$ cat config.mk
export PLATFORM = sky130hd
export DESIGN_NAME = excp_sequencer
export DESIGN_NICKNAME = d
export VERILOG_FILES = /design/src/rtl/excp_sequencer.sv
export SDC_FILE = /design/constraint.sdc
export NUM_CORES = 1
export LEC_CHECK = 0
export ABC_CLOCK_PERIOD_IN_PS = 5150
export CAP_MARGIN = 20
export CORE_ASPECT_RATIO = 0.5
export CORE_UTILIZATION = 42
export DETAILED_ROUTE_END_ITERATION = 12
export PLACE_DENSITY = 0.9
export SLEW_MARGIN = 20
export SYNTH_ARGS = -nofsm -noshare
export SYNTH_HDL_FRONTEND = slang
export SYNTH_SLANG_ARGS = --single-unit
export TNS_END_PERCENT = 10
$ cat constraint.sdc
create_clock -name clk -period 5.15 [get_ports clk]
set_clock_uncertainty 0.2 [all_clocks]
set_input_delay 1.03 -clock clk [delete_from_list [all_inputs] [get_ports clk]]
set_output_delay 1.03 -clock clk [all_outputs]
set_load 0.1 [all_outputs]
$ cat src/rtl/excp_sequencer.sv
// rtl/excp_sequencer.sv - multicycle exception sequencer: EPC save, vector fetch, PC load
module excp_sequencer #(
   parameter int unsigned MEM_LATENCY = 2,
   parameter logic [31:0] EPC_OFFSET  = 32'd4
) (
   input  logic        clk,
   input  logic        reset,
   input  logic        exc_opcode,
   input  logic        exc_overflow,
   input  logic        exc_divzero,
   input  logic [31:0] pc_in,
   input  logic [31:0] mem_rdata,
   output logic [1:0]  flagExcpCtrl,
   output logic        mem_rd,
   output logic        epc_wr,
   output logic [31:0] epc_data,
   output logic        pc_wr,
   output logic [31:0] pc_next,
   output logic        busy,
   output logic        done,
   output logic [1:0]  cause
);

   typedef enum logic [2:0] {
      S_IDLE     = 3'd0,
      S_SAVE_EPC = 3'd1,
      S_MEM_REQ  = 3'd2,
      S_MEM_WAIT = 3'd3,
      S_LOAD_PC  = 3'd4,
      S_DONE     = 3'd5
   } state_t;

   localparam logic [2:0] LAT = 3'(MEM_LATENCY);

   state_t      state_q, state_d;
   logic [2:0]  cnt_q, cnt_d;
   logic [1:0]  cause_q, cause_d;
   logic [31:0] epc_q, epc_d;
   logic [1:0]  flag_q, flag_d;
   logic        mem_rd_q, mem_rd_d;
   logic        epc_wr_q, epc_wr_d;
   logic        pc_wr_q, pc_wr_d;
   logic        busy_q, busy_d;
   logic        done_q, done_d;

   // Only the low byte of the vector table entry is a handler address.
   logic        unused_rdata_hi;
   assign unused_rdata_hi = ^mem_rdata[31:8];

   // Next-state, capture and registered-output decode; outputs follow the state being entered.
   always_comb begin
      state_d = state_q;
      cnt_d   = cnt_q;
      cause_d = cause_q;
      epc_d   = epc_q;
      case (state_q)
         S_IDLE: begin
            if (exc_opcode || exc_overflow || exc_divzero) begin
               if (exc_opcode)        cause_d = 2'b01;
               else if (exc_overflow) cause_d = 2'b10;
               else                   cause_d = 2'b11;
               // EPC is formed at capture time; wraps modulo 2^32.
               epc_d   = pc_in - EPC_OFFSET;
               state_d = S_SAVE_EPC;
            end
         end
         S_SAVE_EPC: state_d = S_MEM_REQ;
         S_MEM_REQ: begin
            cnt_d   = LAT;
            state_d = S_MEM_WAIT;
         end
         S_MEM_WAIT: begin
            cnt_d = cnt_q - 3'd1;
            if (cnt_q <= 3'd1) state_d = S_LOAD_PC;
         end
         S_LOAD_PC: state_d = S_DONE;
         S_DONE:    state_d = S_IDLE;
         default:   state_d = S_IDLE;
      endcase

      epc_wr_d = (state_d == S_SAVE_EPC);
      mem_rd_d = (state_d == S_MEM_REQ);
      pc_wr_d  = (state_d == S_LOAD_PC);
      done_d   = (state_d == S_DONE);
      busy_d   = (state_d != S_IDLE);
      flag_d   = 2'b00;
      if ((state_d == S_SAVE_EPC) || (state_d == S_MEM_REQ) ||
          (state_d == S_MEM_WAIT) || (state_d == S_LOAD_PC))
         flag_d = cause_d;
   end

   // Sequencer state and registered outputs; reset aborts any sequence in flight.
   always_ff @(posedge clk or negedge reset) begin
      if (!reset) begin
         state_q  <= S_IDLE;
         cnt_q    <= 3'd0;
         cause_q  <= 2'b00;
         epc_q    <= 32'd0;
         flag_q   <= 2'b00;
         mem_rd_q <= 1'b0;
         epc_wr_q <= 1'b0;
         pc_wr_q  <= 1'b0;
         busy_q   <= 1'b0;
         done_q   <= 1'b0;
      end else begin
         state_q  <= state_d;
         cnt_q    <= cnt_d;
         cause_q  <= cause_d;
         epc_q    <= epc_d;
         flag_q   <= flag_d;
         mem_rd_q <= mem_rd_d;
         epc_wr_q <= epc_wr_d;
         pc_wr_q  <= pc_wr_d;
         busy_q   <= busy_d;
         done_q   <= done_d;
      end
   end

   assign flagExcpCtrl = flag_q;
   assign mem_rd       = mem_rd_q;
   assign epc_wr       = epc_wr_q;
   assign epc_data     = epc_q;
   assign pc_wr        = pc_wr_q;
   assign busy         = busy_q;
   assign done         = done_q;
   assign cause        = cause_q;
   // Handler byte passes straight through while the PC write is asserted.
   assign pc_next      = pc_wr_q ? {24'b0, mem_rdata[7:0]} : 32'd0;

endmodule

# Yosys cells after proc, flatten, opt, wreduce, memory -nomap -nowiden
# Cells that the tools add are included.
# op_classes
div_mod_pow,0
multipliers,0
magnitude_cmp,1
n_eq_ne,9
n_reduce_logical,9
add_sub_neg,2
n_mux,10
shift,0
bitwise,0
# op_table
cell,count
$sub A32 B3 Y32 const B,1
$pmux W3 S5,1
$eq A3 B2 Y1 const B,4
$eq A3 B3 Y1 const B,3
$mux W2,4
$mux W8,1
$eq A3 B1 Y1 const B,2
$mux W3,2
$pmux W3 S2,1
$logic_or A1 B1 Y1,5
$le A3 B1 Y1 const B,1
$logic_not A3 Y1,1
$reduce_bool A3 Y1,1
$sub A3 B1 Y3 const B,1
$reduce_and A2 Y1,1
$reduce_bool A2 Y1,1
$mux W1,1
# word_totals
latch_bits,0
reg_bits,47
mem_count,0
output_inout_bits,73
rom_bits,0
in_bits,69
ramBits,0
elab_cells,41

# Depth between registers and ports, before layout
# depth
word_depth,9
mapped_depth,9
ltp_nobuf,6

# Least setup slack after synthesis
# No wires, ideal clock.
# synth_timing
kind,reg-to-output
from,"register pc_wr_q, in the netlist pc_wr"
to,output port pc_next[0]
t_arrival_ns,1.833
slack_ns,2.087
required_time_ns,3.920
path_buffers,0
stages_incl_launch_ff,2
path_cell_list,dfrtp_1 > and2_1
# synth_via
elab_chain_cells,1
# synth_rtl
item,line_no,source
from (decl),42,"logic pc_wr_q, pc_wr_d;"
from (signal assigned),113,pc_wr_q <= pc_wr_d;
$mux W8,128,"assign pc_next = pc_wr_q ? {24'b0, mem_rdata[7:0]} : 32'd0;"
to (decl),18,"output logic [31:0] pc_next,"
# Every way passes these cells.

# Worst setup path in the final report
# layout_timing
from,input port pc_in[3]
to,"register epc_q[31], in the netlist epc_data[31]"
# layout_via
elab_chain_cells,1
# layout_rtl
item,line_no,source
from (decl),11,"input logic [31:0] pc_in,"
$sub A32 B3 Y32,63,epc_d = pc_in - EPC_OFFSET;
to (signal assigned),109,epc_q <= epc_d;
to (decl),38,"logic [31:0] epc_q, epc_d;"
# Every way passes these cells.
# A chain may end at the register's enable or synchronous reset.

==> results.sh <==
export IMPL_status="complete, no violations"
export IMPL_cts_repair_resized=0
export IMPL_rsz0062_at_grt="no"
export IMPL_tns_ns=0
export IMPL_track_usage=0.217
export IMPL_postCtsHoldBufs=0
export IMPL_clock_latency_ns=0.28
export IMPL_use_met3=0.0408
export IMPL_drtIter0Drc=173
export IMPL_yosys_top_cells_area="dfrtp_1 45%, buf_4 6.9%, nand2_1 4.6%"
export IMPL_diodes=0
export IMPL_hold_path_class="register to register"
export IMPL_yosysWarnings=0
export IMPL_async_flop_share=1.00
export IMPL_end_kind="register"
export IMPL_gr_usage_met2=0.407
export IMPL_required_ns=5.15
export IMPL_multi_input_area_um2=1250
export IMPL_worstSetupPathType="input pin to register"
export IMPL_ff2ff_setup_slack_ns=2.94
export IMPL_cts_buffer_depth=2
export IMPL_dieArea_um2=6540
export IMPL_core_um2=5730
export IMPL_first_pass_iters=4
export IMPL_critPathArrivalTime_ns=3.45
export IMPL_start_util=0.454
export IMPL_min_from="epc_data[23]"
export IMPL_crit_path_start_kind="input pin"
export IMPL_avgSynthCellArea_um2=9.20
export IMPL_drc=0
export IMPL_nets=444
export IMPL_path_clk_slew_ns=0.06
export IMPL_holdPathStages=2
export IMPL_gp_congestion=0.837
export IMPL_synth_top_area_frac=0.452
export IMPL_fmax_mhz=290
export IMPL_max_stage_delay_ns=0.64
export IMPL_globalRouteOverflowTotal=0
export IMPL_ys_flop_type="dfrtp_1"
export IMPL_regArea_um2=1180
export IMPL_min_period_ns=3.44
export IMPL_yosys_area_top_type="dfrtp_1"
export IMPL_totalWireLength_mm=6.94
export IMPL_synth_area_um2=2600
export IMPL_vias_per_cell=5.33
export IMPL_synthesis_instances=283
export IMPL_cp_max_fo=11
export IMPL_finalHoldViolations=0
export IMPL_reg2reg_from="state_q[2]"
export IMPL_synth_cell_types=39
export IMPL_drive_above_1_share=0.0724
export IMPL_htreeDepth=2
export IMPL_clkSinkCount=47
export IMPL_post_cts_buffers=0
export IMPL_num_rows=19
export IMPL_ant_nets=0
export IMPL_grt_pass1_vias=2355
export IMPL_period_share=0.669
export IMPL_portBuffers=93
export IMPL_hold_end="epc_data[23]"
export IMPL_cts_tree="built"
export IMPL_die_y_um=57.7
export IMPL_die_x_um=113
export IMPL_setup_viol=0
export IMPL_io_pins=142
export IMPL_grt_pass1_wl_mm=11.0
export IMPL_cts_buffers=5
export IMPL_met1_usage=0.248
export IMPL_wl_per_cell_um=15.2
export IMPL_synth_edff_count=0
export IMPL_grt_busiest_layer="met2"
export IMPL_finalMaxSlewViolations=0
export IMPL_fill_cells=444
export IMPL_tightest_slew_ns=1.02
export IMPL_rr_worst_depth=6
export IMPL_worst_r2r_endpoint="epc_data[23]"
export IMPL_path_cells="clkdlybuf4s50_1, nor4_2, nand4b_1, or4_1, a31oi_1"
export IMPL_syn_to_final_growth_pct=40.9
export IMPL_crit_slowest_cell="or4_1"
export IMPL_place_hpwl_mm=5.15
export IMPL_synth_seq_cells=47
export IMPL_seq_area_frac_synth=0.452
export IMPL_slew_headroom=0.319
export IMPL_antenna_found_initial=0
export IMPL_maxCapViolCount=0
export IMPL_grt_max_degree=48
export IMPL_vias=2434
export IMPL_clock_root_buffer="clkbuf_16"
## per-stage QoR
stage / util / setup WS, ns / cell area [µm²] / hold slack [ns] / cells
detailed placement: 0.607 / 1.44 / 3480 / 0.265 / 448
CTS: 0.637 / 1.74 / 3650 / 0.279 / 456
floorplan: - / 2.09 / 2690 / 0.273 / 306
finish: 0.641 / 1.71 / 3670 / 0.276 / 457
global placement: 0.607 / 1.59 / 3480 / 0.263 / 448
global route: 0.641 / 1.53 / 3670 / 0.294 / 457
## cells in the final DEF, fill, tap and decap left out, types with 3 or more instances in the layout
master / Yosys / layout
nor4_2: 3 / 3
a31oi_1: 16 / 16
nand3_1: 7 / 7
a21oi_1: 3 / 3
nor3_1: 5 / 5
o211ai_1: 4 / 4
ha_1: 3 / 3
o31ai_1: 8 / 8
nor2_1: 24 / 24
xnor2_1: 3 / 3
o21ai_0: 22 / 22
dfrtp_1: 47 / 47
nand4b_1: 5 / 5
conb_1: 1 / 24
nand2_1: 32 / 32
buf_4: 24 / 10
clkbuf_16: 0 / 5
clkdlybuf4s50_1: 0 / 84
nand2b_1: 3 / 3
or4_1: 10 / 10
inv_1: 8 / 7
or3_1: 6 / 6
and2_1: 9 / 9
xor2_1: 7 / 7
## how the worst max path moves through the flow
stage,start,to,cells after the start
after floorplan,pc_wr,pc_next[0],1
after global placement,pc_in[3],epc_data[31],5
after detailed placement,pc_in[3],epc_data[31],5
after CTS,pc_in[3],epc_data[31],5
after global routing,pc_in[2],epc_data[31],5
final,pc_in[3],epc_data[31],5
## final cells by class
class	instances	area share
clock inverter	2	0.00955
timing repair buffer	95	0.254
clock buffer	6	0.0378
sequential	47	0.320
multi-input combinational	215	0.342
tap	84	0.0286
inverter	8	0.00818
## routing by layer
layer | part of all wire | vias up
li1 | - | 1140
met1 | 0.40 | 1169
met2 | 0.52 | 106
met3 | 0.056 | 19
met4 | 0.027 | 0
met5 | 0 | -
## worst max-delay path: cells and delay by family
kind	cells	cell delay (ns)
AND/OR/NAND/NOR	3	1.76
AO/OA/AOI/OAI	1	0.18
buffers and inverters	1	0.47
## synth_stat cells (2+ instances only)
cell type,number
a21oi_1,3
nor3_1,5
o41ai_1,2
nor2_1,24
buf_4,24
or3_2,2
and2_1,9
nand3b_1,2
a31oi_1,16
clkbuf_1,8
nand2_1,32
nand2b_1,3
nor2b_1,2
inv_1,8
buf_2,4
xnor2_1,3
o22a_1,2
o21ai_0,22
ha_1,3
nor4_2,3
o31ai_1,8
o211ai_1,4
or3_1,6
nor4_1,2
or4_1,10
dfrtp_1,47
xor2_1,7
nand4b_1,5
nand3_1,7
## state kept, by name, summed over array words and instances, names as in the netlist
register,count
epc_data,32
cnt_q,3
state_q,3
cause,2
flagExcpCtrl,2
busy,1
done,1
epc_wr,1
mem_rd,1
pc_wr,1
## cell families (layout without fill, tap and decap cells)
logic type | after synthesis | count (layout) | synth area share
flops | 47 | 47 | 0.452
compound gates | 60 | 60 | 0.144
fa+ha+maj | 3 | 3 | 0.0144
simple gates | 118 | 118 | 0.255
buf+inv | 44 | 111 | 0.100
other cells | 1 | 24 | 0.00144
xor+xnor | 10 | 10 | 0.0336
Power is left out: the tool's default activity adds up to more than one toggle a clock period on the data nets, which glitch-free logic cannot reach.
